[config.mk]
export PLATFORM = sky130hd
export DESIGN_NAME = parity_out_ctrl_flat
export DESIGN_NICKNAME = d
export VERILOG_FILES = /design/src/rtl/parity_out_ctrl_if.sv /design/src/rtl/parity_out_ctrl.sv /design/src/flat_wrapper.sv
export SDC_FILE = /design/constraint.sdc
export NUM_CORES = 2
export LEC_CHECK = 0
export CORE_AREA = 10 10 393 395
export CTS_BUF_LIST = sky130_fd_sc_hd__clkbuf_4 sky130_fd_sc_hd__clkbuf_8
export CTS_CLUSTER_SIZE = 30
export DETAILED_ROUTE_END_ITERATION = 10
export DIE_AREA = 0 0 403 405
export SYNTH_ARGS = -nofsm -noshare
export SYNTH_HDL_FRONTEND = slang
export SYNTH_SLANG_ARGS = --single-unit
[constraint.sdc]
create_clock -name clk -period 2.27 [get_ports clk]
set_clock_uncertainty 0.15 [all_clocks]
set_input_delay 0.5675 -clock clk [delete_from_list [all_inputs] [get_ports clk]]
set_output_delay 0.5675 -clock clk [all_outputs]
set_load 0.02 [all_outputs]
[src/rtl/parity_out_ctrl_if.sv]
// Handshake bundle for parity_out_ctrl.
//   start/parity_in/in_ready : frame input from the encoder core
//   abort                    : synchronous frame abort
//   out_data/out_valid/out_ready/out_last : byte stream to downstream
// master = encoder core + downstream side, slave = parity_out_ctrl.
interface parity_out_ctrl_if #(
    parameter int N_BITS = 1024,
    parameter int BYTE_W = 8
);
    logic              start;
    logic [N_BITS-1:0] parity_in;
    logic              in_ready;
    logic              abort;
    logic [BYTE_W-1:0] out_data;
    logic              out_valid;
    logic              out_ready;
    logic              out_last;

    modport master (
        output start, parity_in, abort, out_ready,
        input  in_ready, out_data, out_valid, out_last
    );

    modport slave (
        input  start, parity_in, abort, out_ready,
        output in_ready, out_data, out_valid, out_last
    );
endinterface

[src/rtl/parity_out_ctrl.sv]
// parity_out_ctrl: streams a latched parity vector downstream one byte per
// valid/ready transfer, LSB byte first, driving an external byte counter.
// Ports:
//   clk, rst_n       : clock, asynchronous active-low reset
//   bus (slave)      : start/parity_in/in_ready, abort, out_* byte stream
//   en_counterOUT    : byte counter increment (one per transfer)
//   rst_c            : byte counter synchronous clear, active-low
//   parity_out_done  : byte counter reached N_BYTES; ends the frame
//   frame_done       : one-cycle pulse on frame completion
//   proto_err        : sticky; own byte index disagrees with the counter
module parity_out_ctrl #(
    parameter int N_BITS  = 1024,
    parameter int BYTE_W  = 8,
    parameter int N_BYTES = N_BITS / BYTE_W
) (
    input  logic               clk,
    input  logic               rst_n,
    parity_out_ctrl_if.slave   bus,
    output logic               en_counterOUT,
    output logic               rst_c,
    input  logic               parity_out_done,
    output logic               frame_done,
    output logic               proto_err
);
    localparam int IDX_W = $clog2(N_BYTES);

    // S_CLR is the abort path: one counter-clear cycle, then back to idle.
    typedef enum logic [2:0] {S_IDLE, S_LOAD, S_STREAM, S_DONE, S_CLR} state_t;

    state_t            state, nxt;
    logic [N_BITS-1:0] shreg;
    logic [IDX_W-1:0]  byte_idx;
    logic              sent_all;   // all N_BYTES transferred this frame
    logic              post_wait;  // one cycle already elapsed after sent_all without done
    logic              abort_act;
    logic              xfer;

    assign abort_act     = bus.abort && (state != S_IDLE);
    assign bus.in_ready  = (state == S_IDLE);
    // Abort suppresses valid so no byte is handed over in the abort cycle.
    assign bus.out_valid = (state == S_STREAM) && !parity_out_done && !abort_act;
    assign bus.out_data  = shreg[BYTE_W-1:0];
    assign bus.out_last  = (byte_idx == IDX_W'(N_BYTES - 1)) && bus.out_valid;
    assign xfer          = bus.out_valid && bus.out_ready;
    assign en_counterOUT = xfer;

    always_ff @(posedge clk or negedge rst_n) begin
        if (!rst_n) state <= S_IDLE;
        else        state <= nxt;
    end

    always_comb begin
        nxt        = state;
        rst_c      = 1'b1;
        frame_done = 1'b0;
        case (state)
            S_IDLE:   if (bus.start) nxt = S_LOAD;
            S_LOAD:   begin rst_c = 1'b0; nxt = S_STREAM; end
            S_STREAM: if (parity_out_done) nxt = S_DONE;
            S_DONE:   begin frame_done = 1'b1; nxt = S_IDLE; end
            S_CLR:    begin rst_c = 1'b0; nxt = S_IDLE; end
            default:  nxt = S_IDLE;
        endcase
        if (abort_act) begin
            nxt        = S_CLR;
            frame_done = 1'b0;
        end
    end

    always_ff @(posedge clk or negedge rst_n) begin
        if (!rst_n) begin
            shreg     <= '0;
            byte_idx  <= '0;
            sent_all  <= 1'b0;
            post_wait <= 1'b0;
            proto_err <= 1'b0;
        end else begin
            if (abort_act)
                shreg <= '0;
            else if (state == S_IDLE && bus.start)
                shreg <= bus.parity_in;
            else if (xfer)
                shreg <= shreg >> BYTE_W;

            if (state == S_LOAD) begin
                byte_idx  <= '0;
                sent_all  <= 1'b0;
                post_wait <= 1'b0;
            end else if (!abort_act) begin
                if (xfer) begin
                    byte_idx <= (byte_idx == IDX_W'(N_BYTES - 1)) ? '0 : byte_idx + 1'b1;
                    if (byte_idx == IDX_W'(N_BYTES - 1)) sent_all <= 1'b1;
                end
                if (state == S_STREAM && sent_all && !parity_out_done)
                    post_wait <= 1'b1;
            end

            // Counter ended early, or is still short two cycles after the last byte.
            if (state == S_STREAM && !abort_act &&
                ((parity_out_done && !sent_all) ||
                 (sent_all && !parity_out_done && post_wait)))
                proto_err <= 1'b1;
        end
    end
endmodule
[src/flat_wrapper.sv]
// flat-port wrapper written by rule: the top's interface ports become plain ports
module parity_out_ctrl_flat 
#(
    parameter int N_BITS  = 1024,
    parameter int BYTE_W  = 8,
    parameter int N_BYTES = N_BITS / BYTE_W
)
  (clk, rst_n, en_counterOUT, rst_c, parity_out_done, frame_done, proto_err, bus_start, bus_parity_in, bus_abort, bus_out_ready, bus_in_ready, bus_out_data, bus_out_valid, bus_out_last);
  parity_out_ctrl_if #(.N_BITS(N_BITS), .BYTE_W(BYTE_W)) bus_i ();
  input  logic clk;
  input  logic rst_n;
  output logic en_counterOUT;
  output logic rst_c;
  input  logic parity_out_done;
  output logic frame_done;
  output logic proto_err;
  input wire logic [$bits(bus_i.start)-1:0] bus_start;
  input wire logic [$bits(bus_i.parity_in)-1:0] bus_parity_in;
  input wire logic [$bits(bus_i.abort)-1:0] bus_abort;
  input wire logic [$bits(bus_i.out_ready)-1:0] bus_out_ready;
  output wire logic [$bits(bus_i.in_ready)-1:0] bus_in_ready;
  output wire logic [$bits(bus_i.out_data)-1:0] bus_out_data;
  output wire logic [$bits(bus_i.out_valid)-1:0] bus_out_valid;
  output wire logic [$bits(bus_i.out_last)-1:0] bus_out_last;
  assign bus_i.start = bus_start;
  assign bus_i.parity_in = bus_parity_in;
  assign bus_i.abort = bus_abort;
  assign bus_i.out_ready = bus_out_ready;
  assign bus_in_ready = bus_i.in_ready;
  assign bus_out_data = bus_i.out_data;
  assign bus_out_valid = bus_i.out_valid;
  assign bus_out_last = bus_i.out_last;
  parity_out_ctrl #(.N_BITS(N_BITS), .BYTE_W(BYTE_W), .N_BYTES(N_BYTES)) u_core (.clk(clk), .rst_n(rst_n), .bus(bus_i), .en_counterOUT(en_counterOUT), .rst_c(rst_c), .parity_out_done(parity_out_done), .frame_done(frame_done), .proto_err(proto_err));
endmodule
==> summary.txt <==
Die
  – DIE AREA: 0.163 mm2
  – I/O Pins: 1,045
  – Row Count: 141
  – Die W: 403 um
  – Core ar.: 0.147 mm2
  – Die H: 405 um
  – Initial cell density of the core: 30.9%

Worst setup path
  – Worst path arrival time: 2.13 ns
  – R2R Setup Slk: -0.53 ns
  – Req. time, crit path: 1.55 ns
  – Crit path kind: flip-flop to output port
  – Type of origin of the critical path: flip-flop
  – Cells on worst reg2reg path: 16
  – CP Cell Sequence: nor4b_4 -> buf_4 -> nand2_4 -> inv_8 -> buf_16 -> buf_12
  – Terminus of the critical flop-to-flop path: u_core.shreg[814]
  – Reg2Reg Launch Point: u_core.state[2]
  – Crit end category: output port
  – Crit path max fanout: 3
  – CP max stage delay: 0.43 ns
  – CP max stage cell: dfrtp_2

Clocking
  – Sink Count: 1,037
  – CTS clk-pin slew, worst paths: 0.06 ns
  – CTS Buf Count: 179
  – CTS tree: yes
  – # H-tree levels: 4
  – CTS max path bufs: 3
  – Clk_lat worst skew: 0.91 ns
  – Clock root buffer: clkbuf_8

Power and ir drop
  – Pleak: 30.4 nW
  – Worst vdd ir: 0.595 mV
  – Power Dens Cells: 1210 mW/mm2

Cells and area
  – Nets@finish: 7,474
  – Commonest cells after routing, fill and taps aside: nand2_1 (1,038), dfrtp_1 (1,033), clkdlybuf4s50_1 (1,028), a22oi_1 (916), o21ai_1 (819)
  – Share of layout cells above drive strength 1: 14.2%
  – Fin util: 49.5%
  – Most common cell after layout, fill and taps aside: nand2_1
  – Layout Area Growth over Synthesis: 60.3%
  – Fillers: 13,200

Synth
  – Unique masters post-synth: 37
  – Sequential area share after synthesis: 57.3%
  – Gate count of the mapped netlist: 4,631
  – Asr flop ratio synth: 100%
  – Number of synthesized flops with an enable pin: 0
  – Mapped Area: 0.0453 mm2
  – Mean area per synthesized cell: 9.78 um2
  – Ys Warns: 0
  – #FFs+latches synth: 1,037
  – Top FF cell, synth: dfrtp_1
  – Syn nets: 5,662

Timing
  – Worst Max-Slew Pin Slew: 0.789 ns
  – Normalized max-slew margin: 47.2%
  – Post-route setup slack: -0.582 ns
  – Final number of setup-violating endpoints: 1,030
  – Count of final hold-check violations: 0
  – Final min period: 2.85 ns
  – RSZ-0062 raised after global routing: true
  – Fmax: 351 MHz
  – Fin. max-slew vios: 0
  – Crit share post-route: 126%

Routing
  – Drt pass-1 iters: 7
  – Residual DRC: 0
  – Vias: 45,000
  – Vias per Instance: 5.26
  – Initial DRC count: 4,185
  – Post-DRT Antenna Nets: 0
  – Routed wire per std cell: 23.1 um
  – Post-Route WL: 197,000 um

Place
  – HPWL Detailed: 139,000 um
  – I/O Buffers: 1,044
  – GPL Wtd Cong: 0.904
  – Post-Place Setup Slack: -0.685 ns

Worst hold path
  – Hold Crit Class: primary input to flip-flop
  – Hold Crit Start: bus_parity_in[76]
  – Hold Path Sink: u_core.shreg[76]
  – Hold depth: 3

Run
  – Max cap viols: 0

GRT
  – GRT Overall Usage: 22.6%
  – Antenna violations before repair: 41
  – First-pass GRT wire length: 287,000 um
  – Largest net degree at the start of global routing: 97
  – Vias in the first global route: 45,800
  – Global route overflow: 0

Status
  – Status: finished with violations
  – Failing checks: negative setup slack
-- area by class of cell --
cell class	count	area, um2	area share, %
Clock inverter	31	313	0.431
Inverter	1	11.3	0.0155
Timing Repair Buffer	2095	22700	31.3
Multi-Input combinational cell	3129	17600	24.2
Clock buffer	287	3530	4.86
Antenna cell	33	82.6	0.114
Tap cell	1930	2410	3.32
Sequential cell	1037	26000	35.7
-- logic make-up after synthesis --
| logic type | share of synthesized area (%) |
|---|---|
| and+or+nand+nor | 9.02 |
| xor gates and xnor gates | 0.0580 |
| adders and majority gates | 0.0276 |
| muxes | 0.0442 |
| buffers and inverters | 5.20 |
| DFF | 57.3 |
| AOI/OAI and AO/OA | 28.4 |
-- Yosys cell counts (all sizes together), types with 2 or more instances --
library cell | number | area share (%)
nand3 | 4 | 0.044
nor2 | 8 | 0.066
nor4 | 2 | 0.028
nor2b | 2 | 0.028
and2 | 2 | 0.028
xor2 | 2 | 0.039
o21ai | 1026 | 11
nand2 | 1039 | 8.6
clkbuf | 141 | 1.2
a22oi | 1016 | 17
nand2b | 4 | 0.055
mux2i | 2 | 0.044
dfrtp | 1037 | 57
a21boi | 2 | 0.033
buf | 323 | 4.0
nor3 | 3 | 0.055
a21oi | 4 | 0.044
-- per-stage QoR --
step                total power (W)  hold WS, ns  instance area [um2]  std cells  TNS [ns]
detailed placement           0.0615        0.307                59900       7503   -565.19
CTS                          0.0853     0.000122                71200       8459   -289.29
finish                       0.0882       0.0734                72600       8543   -421.00
global route                 0.0936       0.0378                72600       8539   -524.56
global placement             0.0608        0.305                59900       7503   -563.87
floorplan                    0.0491        0.122                45300       4631         0
-- worst max-delay path by stage --
stage                     slack, ns             from                end
after floorplan                0.05        bus_abort       bus_out_last
after global placement        -0.67  parity_out_done       bus_out_last
after detailed placement      -0.69  parity_out_done  u_core.shreg[991]
after CTS                     -0.69  u_core.state[2]      en_counterOUT
after global routing          -0.71  u_core.state[2]      en_counterOUT
final                         -0.58  u_core.state[2]      en_counterOUT
-- timing repair --
item                                     CTS  global route
buffers inserted                          44            28
endpoints found under the setup margin   434          1033
endpoints found under the hold margin   1514             0
pin swaps                                 35            38
resized for setup                        340           247
hold buffers                             572             0
cloned                                    27            24
-- power breakdown --
part / switching, W / internal (W) / leakage [nW]
Combinational: 0.0172 / 0.0174 / 14.9
Sequential: 0.00745 / 0.0278 / 13.4
Clock: 0.00815 / 0.0102 / 2.05
Total: 0.0328 / 0.0554 / 30.4
-- routing by layer --
metal	track usage [%]	wire (um)	vias up
met4	9.99	8480	14
met2	37.4	95600	1930
met3	5.30	13400	395
met1	28.1	79600	22100
li1	-	-	20500
met5	0	88	-
-- sequential cells by signal, indices dropped and copies added (netlist names) --
signal and flops:
u_core.byte_idx 7, u_core.shreg 1024, u_core.proto_err 1, u_core.post_wait 1, u_core.state 3, u_core.sent_all 1
-- critical path: cells and delay by family (launching register included) --
| kind | cells | cell delay [ns] |
|---|---|---|
| and+or+nand+nor | 2 | 0.32 |
| DFF | 1 | 0.43 |
| buffers and inverters | 4 | 0.48 |
Note: power is estimated with default switching activity, not from simulation.
